## src/rtl/rr_arbiter.sv

```systemverilog
// rr_arbiter: round-robin arbiter with bounded hold time and registered one-hot grant
module rr_arbiter #(
  parameter  int N        = 4,
  parameter  int MAX_HOLD = 8,
  localparam int IDW      = $clog2(N)
) (
  input  logic           clk,
  input  logic           rst,
  input  logic [N-1:0]   req,
  output logic [N-1:0]   grant,
  output logic [IDW-1:0] grant_id,
  output logic           grant_valid,
  output logic           expired
);
  localparam int HW = MAX_HOLD > 1 ? $clog2(MAX_HOLD) : 1;
  typedef enum logic {IDLE, OWNED} state_t;
  state_t         state, state_n;
  logic [IDW-1:0] ptr, ptr_n, id_n, win;
  logic [HW-1:0]  hold_cnt, hold_n;
  logic [N-1:0]   req_s, grant_n;
  logic           hit, rel, tmo, exp_n;
  function automatic logic [IDW-1:0] wrap(input int v);
    return IDW'(v % N);
  endfunction
  // search from ptr; ptr is always owner+1, so a timeout search naturally visits the owner last
  always_comb begin
    rel = state == OWNED && !req[grant_id];
    tmo = state == OWNED && !rel && hold_cnt == HW'(MAX_HOLD - 1);
    req_s = rel ? req & ~(N'(1) << grant_id) : req;
    win = '0;
    hit = 1'b0;
    for (int k = N - 1; k >= 0; k--)
      if (req_s[wrap(int'(ptr) + k)]) begin
        win = wrap(int'(ptr) + k);
        hit = 1'b1;
      end
  end
  // next state: rearbitrate when idle, on release or on timeout; otherwise keep owner and count
  always_comb begin
    state_n = state;
    id_n = grant_id;
    ptr_n = ptr;
    hold_n = hold_cnt + 1'b1;
    exp_n = 1'b0;
    if (state == IDLE || rel || tmo) begin
      state_n = hit ? OWNED : IDLE;
      id_n = hit ? win : '0;
      ptr_n = hit ? wrap(int'(win) + 1) : ptr;
      hold_n = '0;
      exp_n = tmo && win != grant_id;
    end
    grant_n = state_n == OWNED ? N'(1) << id_n : '0;
  end
  // all outputs come straight from flops
  always_ff @(posedge clk or posedge rst)
    if (rst) begin
      state <= IDLE;
      ptr <= '0;
      hold_cnt <= '0;
      grant <= '0;
      grant_id <= '0;
      grant_valid <= 1'b0;
      expired <= 1'b0;
    end else begin
      state <= state_n;
      ptr <= ptr_n;
      hold_cnt <= hold_n;
      grant <= grant_n;
      grant_id <= id_n;
      grant_valid <= state_n == OWNED;
      expired <= exp_n;
    end
endmodule
```

## config.mk

```make
export PLATFORM = sky130hd
export DESIGN_NAME = rr_arbiter
export DESIGN_NICKNAME = d
export VERILOG_FILES = /design/src/rtl/rr_arbiter.sv
export SDC_FILE = /design/constraint.sdc
export NUM_CORES = 1
export LEC_CHECK = 0
export CORE_AREA = 2 2 39 41
export CTS_BUF_LIST = sky130_fd_sc_hd__clkbuf_4 sky130_fd_sc_hd__clkbuf_8
export CTS_CLUSTER_SIZE = 28
export DETAILED_ROUTE_END_ITERATION = 10
export DIE_AREA = 0 0 41 43
export PLACE_DENSITY = 0.9
export SETUP_SLACK_MARGIN = 0.2
export SYNTH_ARGS = -nofsm -noshare
export SYNTH_HDL_FRONTEND = slang
export SYNTH_SLANG_ARGS = --single-unit
```

## constraint.sdc

```tcl
create_clock -name clk -period 5 [get_ports clk]
set_clock_uncertainty 0.05 [all_clocks]
set_input_delay 1.25 -clock clk [delete_from_list [all_inputs] [get_ports clk]]
set_output_delay 1.25 -clock clk [all_outputs]
set_load 0.01 [all_outputs]
```

======== Yosys cells after proc, flatten, opt, wreduce, memory -nomap -nowiden ========
Index checks and enable logic that the tools add are counted.
operators by class
  add/subtract/negate cells ............... 5
  magnitude comparators ................... 5
  equal/unequal tests ..................... 2
  shift operators ......................... 2
  multiplexer cells ....................... 26
  bitwise gates (word level) .............. 3
  reductions and logical operators ........ 9
operators with widths
  kind                                                number
  < comparator 2 x 3 -> 1 bit, second input constant  5
  2-to-1 mux 1 bit                                    12
  2-to-1 mux 2 bit                                    6
  binary-select mux 1 bit (select 2 bit)              5
  2-to-1 mux 4 bit                                    2
  left shift 1 x 2 -> 4 bit, first input constant     2
  adder 2 x 1 -> 2 bit, second input constant         2
  adder 2 bit, second input constant                  2
  AND 4 bit                                           1
  logical AND 1 bit                                   4
  NOT 4 bit                                           1
  adder 3 x 1 -> 3 bit, second input constant         1
  == test 3 bit, second input constant                1
  2-to-1 mux 3 bit                                    1
  zero test 1 bit                                     2
  logical OR 1 bit                                    2
  != test 2 bit                                       1
  AND reduction 2 bit                                 1
  NOT 1 bit                                           1
storage, ports and cells
  bits in registers ....................... 13
  bits of input ports ..................... 6
  logic and storage cells ................. 58

======== Logic depth before layout (Yosys ltp) ========
Gate-level depths: netlist (run 1).
  word-level depth ........................ 15
  depth in mapped cells ................... 7
  mapped depth without buffers ............ 7

======== Least setup slack after synthesis (run 1) ========
Ideal clock, no wire load.
  path type ............................... input-to-reg
  from .................................... input req[2]
  to ...................................... register grant[1]
  arrival ................................. 2.063 ns
  required time ........................... 4.820 ns
  path slack .............................. 2.757 ns
  stages .................................. 3
  buffers on the path ..................... 0
  path through ............................ or4_1 -> nand3_1 -> o22ai_1
between the ends
  word-level cells in the longest chain between the ends .. 15
RTL lines
  item                                                                      line  source
  from (decl)                                                               9     input logic [N-1:0] req,
  binary-select mux 1 bit (select 2 bit)                                    27    rel = state == OWNED && !req[grant_id];
  2-to-1 mux 1 bit (implied by the code)                                    27
  zero test 1 bit                                                           27
  logical AND 1 bit                                                         27
  2-to-1 mux 4 bit                                                          29    req_s = rel ? req & ~(N'(1) << grant_id) : req;
  binary-select mux 1 bit (select 2 bit)                                    33    if (req_s[wrap(int'(ptr) + k)]) begin
  2-to-1 mux 1 bit (implied by the code)                                    33
  2-to-1 mux 2 bit / 2-to-1 mux 1 bit (equally long branches) (4 in a row)  33
  2-to-1 mux 2 bit                                                          47    id_n = hit ? win : '0;
  2-to-1 mux 2 bit                                                          45    if (state == IDLE || rel || tmo) begin
  left shift 1 x 2 -> 4 bit                                                 52    grant_n = state_n == OWNED ? N'(1) << id_n : '0;
  2-to-1 mux 4 bit (*)                                                      52
  net grant_n[1]                                                            20    logic [N-1:0] req_s, grant_n;
  to (signal assigned)                                                      68    grant <= grant_n;
  to (decl)                                                                 10    output logic [N-1:0] grant,
Mark *: on every way through the listed nets, which the timed path passes. The rest lies on a longest branch. The select of a mux whose other input is x is not followed.
A chain may end at the register's enable or synchronous reset.

======== Worst setup path after layout (run 1) ========
  from .................................... input req[1]
  to ...................................... register expired
between the ends
  word-level cells in the longest chain between the ends .. 14
RTL lines
  item                                    line  source
  binary-select mux 1 bit (select 2 bit)  27
  2-to-1 mux 1 bit (implied by the code)  27
  zero test 1 bit                         27
  logical AND 1 bit                       27
  2-to-1 mux 4 bit                        29
  binary-select mux 1 bit (select 2 bit)  33
  2-to-1 mux 1 bit (implied by the code)  33
  2-to-1 mux 2 bit (4 in a row)           33
  != test 2 bit                           50    exp_n = tmo && win != grant_id;
  logical AND 1 bit                       50
  2-to-1 mux 1 bit (*)                    45
  net exp_n                               21    logic hit, rel, tmo, exp_n;
  to (signal assigned)                    71    expired <= exp_n;
  to (decl)                               13    output logic expired
Marks and branches as above.

==> results of run 1 <==
==> layout by cell type, fill, tap and decap left out <==
master	count
nand2b_1	2
o21ai_0	3
ha_1	2
inv_1	3
o31ai_2	1
a21oi_1	7
a211oi_4	1
or4_1	1
nand2_1	11
and2_1	2
nand3_1	2
o22ai_2	1
nor3b_1	1
clkbuf_4	4
o22ai_1	1
clkdlybuf4s50_1	13
a211oi_2	1
dfrtp_1	13
xor2_1	2
mux2i_1	2
nor2_1	1
or3_1	2
nor3_1	1
o21a_1	1
mux2_2	1
nand4b_1	1
nand3b_1	1
xnor2_1	1
==> state kept, by name, indices dropped and copies added, names as in the netlist <==
name	count
grant_valid	1
grant	4
ptr	2
grant_id	2
hold_cnt	3
expired	1
==> kinds of logic after synthesis <==
family                     Yosys count
AOI/OAI and AO/OA                   16
adders and majority gates            2
buffers and inverters                4
DFF                                 13
xor gates and xnor gates             3
muxes                                3
and+or+nand+nor                     25
==> worst paths after layout <==
path	from	to	slack (ps)	depth (start not counted)
hold / removal	hold_cnt[0]$_DFF_PP0_	hold_cnt[0]$_DFF_PP0_	380	1
min in group asynchronous	rst	grant[1]$_DFF_PP0_	1250	2
setup / recovery	req[1]	expired$_DFF_PP0_	2290	6
hold reg to reg	hold_cnt[0]$_DFF_PP0_	hold_cnt[0]$_DFF_PP0_	380	1
setup reg to reg	hold_cnt[0]$_DFF_PP0_	grant[1]$_DFF_PP0_	3150	6
max in group asynchronous	rst	expired$_DFF_PP0_	3330	2
==> area by class of cell <==
cell class	count	area (µm²)
fill	127	534.3
multi-input combinational	49	332.8
sequential	13	325.3
timing repair buffer	13	130.1
clock buffer	4	30.03
tap	16	20.02
inverter	3	11.26
==> per-layer routing <==
layer,track usage (%),part of all wire (%),vias to the layer above
met3,6.806,6.1,8
met4,11.33,4.3,0
met2,30.63,51,24
met5,0,0,-
met1,22.79,39,255
li1,-,-,268
==> power by group <==
group	internal (mW)	leakage, nW	switching [mW]
Sequential	0.144	0.164	0.0374
Combinational	0.106	0.207	0.115
Clock	0.0363	0.0184	0.0316
==> stage by stage <==
stage | std cells | utilization, % | power (mW) | instance area [µm²]
after detailed placement | 94 | 59.22 | 0.4015 | 819.5
after CTS | 98 | 61.39 | 0.4724 | 849.6
after global placement | 94 | 59.22 | 0.3911 | 819.5
after floorplan | 66 | - | 0.3211 | 674.4
after global routing | 98 | 61.39 | 0.5087 | 849.6
final | 98 | 61.39 | 0.4701 | 849.6
==> synthesized netlist by cell type (2+ instances only) <==
master | instances | share of area (%)
nand2b_1 | 2 | 1.9
nand3_1 | 2 | 1.5
or3_1 | 2 | 1.9
and2_1 | 2 | 1.9
ha_1 | 2 | 3.7
a21oi_1 | 7 | 5.2
dfrtp_1 | 13 | 48
mux2i_1 | 2 | 3.0
inv_1 | 3 | 1.7
xor2_1 | 2 | 2.6
nand2_1 | 11 | 6.1
o21ai_0 | 3 | 2.2
==> impl_metrics.py, run 1 <==
metrics = {
    "route": {
        "detail-route-antenna-nets": 0,
        "wl_per_cell_um": 14.22,
        "initialDrtViolationCount": 18,
        "number_of_vias_per_cell_after_detailed_routing": 5.663,
        "first_pass_iters": 4,
        "vias": 555,
        "detail_route.wirelength_um": 1394,
        "post_detailed_route_drc_marker_count": 0,
    },
    "sta": {
        "period_utilization_post_route_pct": 54.29,
        "worst_rel_slew_slack_pct": 68.57,
        "worst_slew_pin_slew_ps": 471.0,
        "timing.fmax_mhz": 368.4,
        "timing.hold.ws_ps": 382.2,
        "setup_total_negative_slack_ps": 0,
        "finalWorstSetupSlack_ps": 2285,
        "finalWorstPathRequiredPeriod_ps": 2715,
        "finalSetupViolCount": 0,
        "slew_viol_final": 0,
        "finalHoldViolations": 0,
        "grt_setup_unrepaired": "false",
    },
    "power_and_ir_drop": {
        "irDropWorstVdd_mv": 0.3506,
        "p_per_area_nw_per_um2": 553.3,
        "power.leakage_nw": 0.3886,
    },
    "setup_path": {
        "critical_path_buf_inv_count": 1,
        "critical_path.endpoint_type": "flip-flop",
        "critical-path-max-stage-delay_ps": 590,
        "worst_path_max_fanout": 7,
        "cp-start-kind": "primary input",
        "crit_path_max_delay_family": "compound AO/OA/AOI/OAI gates",
        "cp_data_arrival_time_ps": 2840,
        "crit_type": "in -> reg",
        "timing.critical_path.required_ps": 5130,
        "cp_cell_sequence": "clkdlybuf4s50_1 -> a21oi_1 -> o21a_1 -> o22ai_2 -> xor2_1 -> a211oi_2",
        "critPathSlowestCell": "clkdlybuf4s50_1",
    },
    "floorplan": {
        "initial_core_util_pct": 48.73,
        "rows": 14,
        "pin_count": 14,
        "core_area_um2": 1384,
        "die_area_um2": 1763,
        "die-height_um": 43,
        "die_w_um": 41,
    },
    "layout": {
        "num-nets-final": 91,
        "area.growth.synth_to_final_pct": 25.97,
        "layout-drive-gt1-share_pct": 10.98,
        "n_antenna_cell": 0,
    },
    "logic_synthesis": {
        "synthCells": 66,
        "synth.net_count": 74,
        "synth-adder-area-share_pct": 3.711,
        "ys_types": 27,
        "synth_top_family_by_area": "simple AND/OR/NAND/NOR gates",
        "synth_ff_type": "dfrtp_1",
        "synth_mux_area_share_pct": 4.638,
        "post_synth_instance_area_um2": 674.4,
        "synth_edf_count": 0,
        "seq_total_area_yosys_pct": 48.24,
        "ys_ff_latch": 13,
        "postSynthAreaPerCell_um2": 10.22,
        "yosys.area_share.xor_xnor_pct": 3.896,
        "synth_simple_gate_area_share_pct": 19.11,
        "yosys_warnings": 0,
        "synth-compound-area-share_pct": 18.00,
        "synthArstFlopShare_pct": 100.0,
    },
    "grt": {
        "first_global_vias": 536,
        "grt_start_max_net_pins": 14,
        "track_usage_pct": 19.92,
        "globalRoute.totalOverflow": 0,
        "grt_first_pass_wirelength_um": 2290,
        "grt_antenna_before_repair": 0,
    },
    "clock_tree": {
        "clkTransAtPathRegs_ps": 70,
        "post-cts-setup-buffers": 0,
        "cts-buffers-inserted": 3,
        "clkLatencyLatePin_ps": 270,
        "cts.htree.levels": 1,
        "clock-sinks": 13,
        "post_cts_hold_buffer_count": 0,
        "clk_path_buf_depth": 2,
        "post_cts_resized": 0,
        "clock-root-buffer": "clkbuf_4",
        "clock_tree_from_tritoncts": "built",
    },
    "run_status": {
        "status": "complete, no violations",
    },
    "placed_design": {
        "pre_cts_slack_ps": 2047,
        "io_buffer_count": 13,
        "last_weighted_congestion_value_of_the_routability_driven_placer": 0.8407,
        "dp_hpwl_um": 1057,
    },
    "hold_path": {
        "hold_path_class": "reg -> reg",
    },
    "flow_run": {
        "number_of_max_cap_violations": 0,
    },
}
Power figures use the tool's default switching activity.
==> run 2, diff against run 1 <==
CORE_AREA = unset   (was 2 2 39 41)
CORE_UTILIZATION = 51   (was unset)
DIE_AREA = unset   (was 0 0 41 43)
PLACE_DENSITY = 0.91   (was 0.9)
clock period = 2.8 ns   (was 5 ns; I/O delays follow)
==> impl_metrics.py, run 2 (synthesized netlist as in run 1, its figures left out) <==
metrics = {
    "layout": {
        "multi_input_comb_area_um2": 332.8,
        "num-nets-final": 91,
        "finish.cell_count_without_fillers": 96,
        "largest_register_ff_count": 4,
        "mostFrequentLayoutCells": "13 x dfrtp_1, 13 x clkdlybuf4s50_1, 11 x nand2_1",
        "layout.core_utilization_pct": 72.33,
        "registers.top_by_ff_count": "grant",
        "fillCellCount": 108,
        "biggestRegsByFlops": "grant: 4 flops, hold_cnt: 3 flops",
        "n_antenna_cell": 0,
        "layout-drive-gt1-share_pct": 10.98,
        "area.growth.synth_to_final_pct": 25.60,
        "register_area_um2": 325.3,
        "final_design_area_no_fill_um2": 847.1,
    },
    "sta": {
        "grt_setup_unrepaired": "false",
        "worst_rel_slew_slack_pct": 69.54,
        "timing.hold.ws_ps": 381.6,
        "finalWorstPathRequiredPeriod_ps": 2176,
        "worst_slew_pin_slew_ps": 456.3,
        "slew_viol_final": 0,
        "finalSetupViolCount": 0,
        "timing.fmax_mhz": 459.5,
        "period_utilization_post_route_pct": 77.72,
        "setup_total_negative_slack_ps": 0,
        "finalHoldViolations": 0,
    },
    "power_and_ir_drop": {
        "power.leakage_nw": 0.3886,
        "irDropWorstVdd_mv": 0.5373,
        "p_per_area_nw_per_um2": 1003,
    },
    "clock_tree": {
        "cts.htree.levels": 1,
        "post_cts_resized": 0,
        "clkLatencyLatePin_ps": 270,
        "post_cts_hold_buffer_count": 0,
        "post-cts-setup-buffers": 0,
        "clock_tree_from_tritoncts": "built",
        "clock-sinks": 13,
        "clock-root-buffer": "clkbuf_4",
        "clkTransAtPathRegs_ps": 80,
        "cts-buffers-inserted": 3,
        "clk_path_buf_depth": 2,
    },
    "grt": {
        "track_usage_pct": 23.98,
        "globalRoute.totalOverflow": 0,
        "grt_start_max_net_pins": 14,
        "grt_first_pass_wirelength_um": 2352,
        "first_global_vias": 555,
        "grt_antenna_before_repair": 0,
    },
    "placed_design": {
        "io_buffer_count": 13,
        "last_weighted_congestion_value_of_the_routability_driven_placer": 0.7922,
        "post_dp_cell_area_um2": 817.0,
        "dp_hpwl_um": 1058,
        "placed_cells_incl_taps": 92,
    },
    "setup_path": {
        "crit_path_max_delay_family": "simple AND/OR/NAND/NOR gates",
        "critical_path_buf_inv_count": 1,
        "timing.critical_path.required_ps": 2880,
        "cp_data_arrival_time_ps": 2260,
        "worst-path-stages": 6,
        "critPathSlowestCell": "clkdlybuf4s50_1",
        "cp_cell_sequence": "clkdlybuf4s50_1 -> mux2_2 -> nand4b_1 -> nand3_1 -> nand2_1 -> o21ai_0",
        "crit_start": "req[1]",
        "rr_startpoint": "hold_cnt[0]$_DFF_PP0_",
        "critical_path.endpoint_type": "flip-flop",
        "crit_type": "in -> reg",
        "critical-path-max-stage-delay_ps": 480,
        "timing.reg2reg.worst_path_depth": 7,
        "cp-start-kind": "primary input",
        "worst_path_max_fanout": 8,
    },
    "floorplan": {
        "die-height_um": 38.37,
        "die_w_um": 38.37,
        "core_area_um2": 1171,
        "initial_core_util_pct": 57.59,
        "die_area_um2": 1472,
        "pin_count": 14,
        "rows": 12,
    },
    "route": {
        "vias": 540,
        "initialDrtViolationCount": 6,
        "m1WireLength_um": 584,
        "routed.top_layer": "met4",
        "detail_route.wirelength_um": 1401,
        "number_of_vias_per_cell_after_detailed_routing": 5.625,
        "post_detailed_route_drc_marker_count": 0,
        "first_pass_iters": 4,
        "detail-route-antenna-nets": 0,
        "detailroute.wirelength.met3_um": 50,
        "met2RoutedLength_um": 731,
        "wl_per_cell_um": 14.59,
    },
    "hold_path": {
        "hold_path.startpoint": "hold_cnt[0]$_DFF_PP0_",
        "hold_depth": 1,
        "hold_path_class": "reg -> reg",
    },
    "flow_run": {
        "number_of_max_cap_violations": 0,
    },
    "run_status": {
        "status": "complete, no violations",
    },
}
run 2: cell counts in the layout (fill, tap and decap cells not counted):
Identical to the previous run, type by type.
run 2: metal layers:
metal / track usage (%) / up-vias
met5: 0 / -
met4: 12.07 / 0
met3: 4.070 / 6
met2: 40.68 / 21
met1: 29.12 / 248
li1: - / 265
run 2: worst register-to-register path, delay by kind of cell, from the launching register on:
family	cells	cell delay [ps]
adders and majority gates	2	420
and+or+nand+nor	4	900
DFF	1	380
AOI/OAI and AO/OA	1	140
run 2: through the flow:
step	power [mW]	worst slack, ps
CTS	0.8503	649.3
finish	0.8493	623.9
global placement	0.6959	481.5
floorplan	0.5735	1107
global route	0.9126	505.2
detailed placement	0.7216	424.0
run 2: area by class of cell:
type / count / area share (%)
Clock buffer: 4 / 3.545
Sequential cell: 13 / 38.40
Tap cell: 14 / 2.068
Timing Repair Buffer: 13 / 15.36
Inverter: 3 / 1.329
Multi-Input combinational cell: 49 / 39.29
run 2: power breakdown:
part / leakage (nW) / internal, mW / switching (mW)
Combinational: 0.207 / 0.189 / 0.208
Clock: 0.0184 / 0.0649 / 0.0583
Sequential: 0.164 / 0.257 / 0.0715
Total: 0.389 / 0.511 / 0.338
run 2: path summary, 6_finish.rpt:
check,endpoint,slack (ps)
max in group asynchronous,hold_cnt[0]$_DFF_PP0_,1700
min reg2reg,hold_cnt[0]$_DFF_PP0_,380
max reg2reg,ptr[1]$_DFFE_PP0P_,810
min,hold_cnt[0]$_DFF_PP0_,380
min in group asynchronous,grant[0]$_DFF_PP0_,690
max,ptr[1]$_DFFE_PP0P_,620
